===== src/rtl/decoder_pkg.sv =====
// Shared types and constants for the playground CPU instruction decoder.
package decoder_pkg;

  typedef enum logic [3:0] {
    OP_NOP  = 4'h0,
    OP_ADD  = 4'h1,
    OP_SUB  = 4'h2,
    OP_AND  = 4'h3,
    OP_OR   = 4'h4,
    OP_XOR  = 4'h5,
    OP_SHL  = 4'h6,
    OP_SHR  = 4'h7,
    OP_ADDI = 4'h8,
    OP_LDI  = 4'h9,
    OP_LD   = 4'hA,
    OP_ST   = 4'hB,
    OP_BEQZ = 4'hC,
    OP_JMP  = 4'hD,
    OP_HALT = 4'hE,
    OP_RSVD = 4'hF
  } opcode_e;

  typedef enum logic [1:0] {
    CYC_FETCH  = 2'd0,
    CYC_DECODE = 2'd1,
    CYC_EXEC   = 2'd2,
    CYC_WB     = 2'd3
  } icycle_e;

  localparam logic [2:0] ALU_PASS = 3'd0;
  localparam logic [2:0] ALU_ADD  = 3'd1;

  localparam int unsigned INSTR_W = 16;
  localparam int unsigned OPC_HI  = 15;
  localparam int unsigned OPC_LO  = 12;
  localparam int unsigned RD_HI   = 11;
  localparam int unsigned RD_LO   = 9;
  localparam int unsigned RS1_HI  = 8;
  localparam int unsigned RS1_LO  = 6;
  localparam int unsigned RS2_HI  = 5;
  localparam int unsigned RS2_LO  = 3;

  // Decoded control word for one instruction, before state qualification.
  typedef struct packed {
    logic [2:0] alu_op;
    logic       alu_src_imm;
    logic       reg_we;
    logic       mem_re;
    logic       mem_we;
    logic       branch;
    logic       jump;
    logic       halt;
    logic       illegal;
  } ctl_t;

endpackage


===== src/rtl/decoder_ctl.sv =====
// Combinational opcode-to-control and immediate-extension table.
// With DECODER_ILLEGAL_TRAP_EN defined, opcode F traps; otherwise it is a NOP.
module decoder_ctl
  import decoder_pkg::*;
#(
  parameter int unsigned DATA_W = 16
) (
  input  logic [INSTR_W-1:0] instr,
  output ctl_t               ctl,
  output logic [DATA_W-1:0]  imm
);

  opcode_e           opc;
  logic [DATA_W-1:0] imm_s6;
  logic [DATA_W-1:0] imm_z9;
  logic [DATA_W-1:0] imm_s9;
  logic [DATA_W-1:0] imm_s12;

  assign opc     = opcode_e'(instr[OPC_HI:OPC_LO]);
  assign imm_s6  = {{(DATA_W-6){instr[5]}}, instr[5:0]};
  assign imm_z9  = DATA_W'(instr[8:0]);
  assign imm_s9  = {{(DATA_W-9){instr[8]}}, instr[8:0]};
  assign imm_s12 = {{(DATA_W-12){instr[11]}}, instr[11:0]};

  always_comb begin
    ctl = '0;
    imm = '0;
    case (opc)
      OP_NOP: begin
      end
      OP_ADD, OP_SUB, OP_AND, OP_OR, OP_XOR, OP_SHL, OP_SHR: begin
        ctl.alu_op = instr[OPC_LO+2:OPC_LO];
        ctl.reg_we = 1'b1;
      end
      OP_ADDI: begin
        imm             = imm_s6;
        ctl.alu_op      = ALU_ADD;
        ctl.alu_src_imm = 1'b1;
        ctl.reg_we      = 1'b1;
      end
      OP_LDI: begin
        imm             = imm_z9;
        ctl.alu_op      = ALU_PASS;
        ctl.alu_src_imm = 1'b1;
        ctl.reg_we      = 1'b1;
      end
      OP_LD: begin
        imm             = imm_s6;
        ctl.alu_op      = ALU_ADD;
        ctl.alu_src_imm = 1'b1;
        ctl.mem_re      = 1'b1;
        ctl.reg_we      = 1'b1;
      end
      OP_ST: begin
        imm             = imm_s6;
        ctl.alu_op      = ALU_ADD;
        ctl.alu_src_imm = 1'b1;
        ctl.mem_we      = 1'b1;
      end
      OP_BEQZ: begin
        imm        = imm_s9;
        ctl.branch = 1'b1;
      end
      OP_JMP: begin
        imm      = imm_s12;
        ctl.jump = 1'b1;
      end
      OP_HALT: begin
        ctl.halt = 1'b1;
      end
`ifdef DECODER_ILLEGAL_TRAP_EN
      OP_RSVD: begin
        ctl.illegal = 1'b1;
        ctl.halt    = 1'b1;
      end
`else
      OP_RSVD: begin
      end
`endif
    endcase
  end

endmodule


===== src/rtl/decoder.sv =====
// Instruction register, FETCH/DECODE/EXEC/WB sequencer and registered decode outputs.
// Opcode F trap behaviour is selected by DECODER_ILLEGAL_TRAP_EN (see decoder_ctl).
module decoder
  import decoder_pkg::*;
#(
  parameter int unsigned DATA_W = 16
) (
  input  logic                clk,
  input  logic                reset,
  input  logic [INSTR_W-1:0]  instr_i,
  input  logic                instr_valid_i,
  output logic [1:0]          icycle_o,
  output logic [3:0]          opcode_o,
  output logic [2:0]          rd_o,
  output logic [2:0]          rs1_o,
  output logic [2:0]          rs2_o,
  output logic [DATA_W-1:0]   imm_o,
  output logic [2:0]          alu_op_o,
  output logic                alu_src_imm_o,
  output logic                reg_we_o,
  output logic                mem_re_o,
  output logic                mem_we_o,
  output logic                branch_o,
  output logic                jump_o,
  output logic                halted_o,
  output logic                illegal_o
);

  icycle_e             cyc;
  logic [INSTR_W-1:0]  ir;
  logic                we_pend;
  ctl_t                ctl_d;
  logic [DATA_W-1:0]   imm_d;

  decoder_ctl #(.DATA_W(DATA_W)) u_ctl (
    .instr (ir),
    .ctl   (ctl_d),
    .imm   (imm_d)
  );

  assign icycle_o = 2'(cyc);

  // Strobes are set on entry to their cycle and cleared on exit, so they stay registered.
  always_ff @(posedge clk or posedge reset) begin
    if (reset) begin
      cyc           <= CYC_FETCH;
      ir            <= '0;
      we_pend       <= 1'b0;
      opcode_o      <= '0;
      rd_o          <= '0;
      rs1_o         <= '0;
      rs2_o         <= '0;
      imm_o         <= '0;
      alu_op_o      <= '0;
      alu_src_imm_o <= 1'b0;
      reg_we_o      <= 1'b0;
      mem_re_o      <= 1'b0;
      mem_we_o      <= 1'b0;
      branch_o      <= 1'b0;
      jump_o        <= 1'b0;
      halted_o      <= 1'b0;
      illegal_o     <= 1'b0;
    end else begin
      case (cyc)
        CYC_FETCH: begin
          if (instr_valid_i) begin
            ir  <= instr_i;
            cyc <= CYC_DECODE;
          end
        end
        CYC_DECODE: begin
          opcode_o      <= ir[OPC_HI:OPC_LO];
          rd_o          <= ir[RD_HI:RD_LO];
          rs1_o         <= ir[RS1_HI:RS1_LO];
          rs2_o         <= ir[RS2_HI:RS2_LO];
          imm_o         <= imm_d;
          alu_op_o      <= ctl_d.alu_op;
          alu_src_imm_o <= ctl_d.alu_src_imm;
          we_pend       <= ctl_d.reg_we;
          mem_re_o      <= ctl_d.mem_re;
          mem_we_o      <= ctl_d.mem_we;
          branch_o      <= ctl_d.branch;
          jump_o        <= ctl_d.jump;
          halted_o      <= ctl_d.halt;
          illegal_o     <= ctl_d.illegal;
          cyc           <= CYC_EXEC;
        end
        CYC_EXEC: begin
          // A halted core parks here with no strobes until reset.
          if (!halted_o) begin
            mem_re_o <= 1'b0;
            mem_we_o <= 1'b0;
            branch_o <= 1'b0;
            jump_o   <= 1'b0;
            reg_we_o <= we_pend;
            cyc      <= CYC_WB;
          end
        end
        CYC_WB: begin
          reg_we_o <= 1'b0;
          cyc      <= CYC_FETCH;
        end
      endcase
    end
  end

endmodule


===== config.mk =====
export PLATFORM = sky130hd
export DESIGN_NAME = decoder
export DESIGN_NICKNAME = d
export VERILOG_FILES = /design/src/rtl/decoder_pkg.sv /design/src/rtl/decoder_ctl.sv /design/src/rtl/decoder.sv
export SDC_FILE = /design/constraint.sdc
export NUM_CORES = 1
export LEC_CHECK = 0
export CAP_MARGIN = 10
export CORE_ASPECT_RATIO = 0.8
export CORE_MARGIN = 5
export CORE_UTILIZATION = 51
export DETAILED_ROUTE_END_ITERATION = 8
export PLACE_DENSITY = 0.84
export SYNTH_ARGS = -nofsm -noshare
export SYNTH_HDL_FRONTEND = slang
export SYNTH_SLANG_ARGS = --single-unit

===== constraint.sdc =====
create_clock -name clk -period 2.6 [get_ports clk]
set_input_delay 0.26 -clock clk [delete_from_list [all_inputs] [get_ports clk]]
set_output_delay 0.26 -clock clk [all_outputs]
set_load 0.01 [all_outputs]

==> run_results.csv <==
group,metric,value,unit
timing,fin_skew,0.00661,ns
placed_design,dp_hpwl,3340,um
clock_network,numCtsBuffers,5,
timing,setup_viol,0,
timing,max-slew-margin-rel,50.8,%
critical_path,path_class,"flop to flop",
power,seqPwrFrac,42.9,%
synth,post-synth-top-area-cell,"dfrtp_1",
placed_design,portBuffers,59,
timing,layout_min_cycle_time,1.84,ns
global_routing,grt_max_degree,55,
floorplan,core-area,4260,um^2
power,ir_drop,724,uV
cells_and_area,seqCellArea,1350,um^2
synth,synthTopCellsByArea,"dfrtp_1 (60%), mux2_2 (13%), a22o_1 (5.4%)",
synth,syn_avg_cell_area,13.1,um^2
clock_network,clk_pin_slew,0.09,ns
floorplan,io_pins,61,
routing,vias_per_cell,5.36,
synth,synth-seq-cells,54,
timing,finalCritPeriodShare,70.6,%
timing,rsz0062_at_grt,"false",
routing,drt-pass1-iter-count,4,
global_routing,grt.overflow.total,0,
synth,synth_cells,173,
power,p_clk_share,11.7,%
synth,ys.flop_type,"dfrtp_1",
clock_network,post_cts_buffers,0,
clock_network,cts.path.max_buffers,2,
worst_hold_path,hp-class,"primary input to async pin",
clock_network,cts_tree,"built",
synth,synth_common_cells,"dfrtp_1 (54), mux2_2 (27), a22o_1 (14), inv_1 (12), o21ai_0 (10)",
synth,synth_most_common_cell,"dfrtp_1",
clock_network,htreeDepth,2,
floorplan,die_w,84.6,um
clock_network,clk-insertion-delay-late,0.30,ns
cells_and_area,num-fill-cells,320,
clock_network,cts-root-buf,"clkbuf_8",
critical_path,critical_path_arrival,2.02,ns
synth,seq_area_frac_synth,59.5,%
flow_run,max_cap_violations,0,
routing,drc,0,
routing,drt_iter0_drc,107,
synth,async_flop_share,100,%
critical_path,critPathCaptureType,"flop",
routing,vias,1527,
floorplan,die_h,69.7,um
clock_network,postCtsResizedCells,0,
clock_network,cts_hold_buf,0,
synth,synth_edf_count,0,
cells_and_area,area_growth,29.2,%
synth,ys_warn_count,0,
global_routing,grt_antenna_before_repair,0,
routing,ant_nets,0,
synth,netlist.area_leader.share,59.5,%
critical_path,cp_max_fo,16,
power,p_int,2.41,mW
critical_path,cp-start-kind,"flop",
global_routing,grt_use_total,16.6,%
critical_path,required,2.78,ns
cells_and_area,multi_input_area,781,um^2
status,outcome,"complete, no violations",
synth,syn_nets,197,
timing,worst_pin_slew,0.736,ns
global_routing,grt_pass1_wl,7980,um
power,pwr-share-comb,45.4,%
timing,fmax,545,MHz
routing,wl_per_cell,16.2,um
timing,drv_slew,0,
placed_design,routabilityCongestion,0.824,
floorplan,die-area,5900,um^2
power,swShare,35.0,%
global_routing,grt_pass1_vias,1644,
floorplan,initial_core_util,53.4,%
cells_and_area,layout.nets,252,
power,power_density,1260,nW/um^2
routing,drt_wl_total,4630,um
timing,fin_setup_tns,0,ns
cells_and_area,drive_gt1_share,16.7,%
floorplan,num_rows,21,
synth,synthDistinctLibCells,31,
timing,fin_hold_ws,0.457,ns
power,switchingPower,1.30,mW
cells_and_area,antennaDiodeCount,0,
timing,finalHoldViolations,0,
clock_network,clock_sinks,54,
power,leakagePower,1.30,nW
synth,syn_area,2270,um^2
==> metal layers <==
layer / wire (um) / GRT usage, %
met1: 2120 / 22.8
met2: 2130 / 26.1
met3: 350 / 5.34
met4: 21 / 3.16
met5: 0 / 0
==> flip-flops by register name, summed over array words and instances (netlist names), 2 cells and up <==
signal and cells:
rd_o 3, opcode_o 4, icycle_o 2, ir 16
imm_o 12, alu_op_o 3, rs2_o 3, rs1_o 3
==> placed cells by master, fill, tap and decap left out <==
cell type	count
o21ai_0	10
o32a_1	1
inv_2	2
o211ai_1	1
a21oi_2	1
buf_4	2
a21o_1	3
clkdlybuf4s50_1	59
nand3_1	1
a32o_1	1
conb_1	1
nor2_1	4
clkbuf_1	2
a21oi_1	1
a211oi_1	1
a22o_1	14
nor4_1	1
inv_1	11
nor4b_1	1
dfrtp_1	54
nor2b_1	1
nor3_1	2
clkbuf_8	5
a22oi_1	1
a221o_1	3
nand2b_4	1
o2bb2ai_1	2
nand2_1	8
mux2_2	27
nand3b_1	1
nand4b_1	1
ha_1	5
==> final cells by class <==
class,instances,area share [%]
flip-flops and latches,54,46.1
multi-input cells,93,26.6
repair buffers,61,20.6
clock buffers,7,2.60
well taps,57,2.43
inverters,13,1.66
==> worst paths after layout <==
path | from | end | slack (ns) | cells after the start
min | reset | imm_o[0] | 0.46 | 3
min reg2reg | alu_src_imm_o | alu_src_imm_o | 0.49 | 1
max reg2reg | icycle_o[0] | ir[10] | 0.76 | 4
max in group asynchronous | reset | rd_o[0] | 1.70 | 3
min in group clk | alu_src_imm_o | alu_src_imm_o | 0.49 | 1
max | icycle_o[0] | ir[10] | 0.76 | 4
==> metrics by stage <==
stage / util (%) / std cells / power, mW / instance area, um^2 / setup WS (ns)
6_report: 68.9 / 285 / 3.70 / 2930 / 0.765
5_1_grt: 68.9 / 285 / 3.98 / 2930 / 0.541
4_1_cts: 68.9 / 285 / 3.74 / 2930 / 0.747
3_5_place_dp: 67.1 / 278 / 3.30 / 2860 / 0.767
3_3_place_gp: 67.1 / 278 / 3.25 / 2860 / 0.763
2_1_floorplan: - / 173 / 2.55 / 2270 / 0.987
==> critical path: stages (launching register included) <==
cell,delay (ns)
dfrtp_1,0.44
inv_1,0.11
ha_1,0.22
nand2_1,0.54
mux2_2,0.41
==> cell families (layout without fill, tap and decap cells) <==
family                     after synthesis  in the layout  share of synthesized area, %
DFF                                     54             54                          59.5
AOI/OAI and AO/OA                       39             39                          13.2
muxes                                   27             27                          13.4
buffers and inverters                   26             81                          6.12
and+or+nand+nor                         21             21                          4.90
adders and majority gates                5              5                          2.75
other                                    1              1                         0.165
==> power groups by stage <==
stage	Clock (mW)	Combinational (mW)	Sequential, mW
after detailed placement	0	1.70	1.60
final	0.433	1.68	1.59
after global placement	0	1.66	1.59
after CTS	0.444	1.70	1.59
after floorplan	0	0.979	1.58
after global routing	0.481	1.84	1.66
No activity file was read; power rests on OpenSTA's default activity.
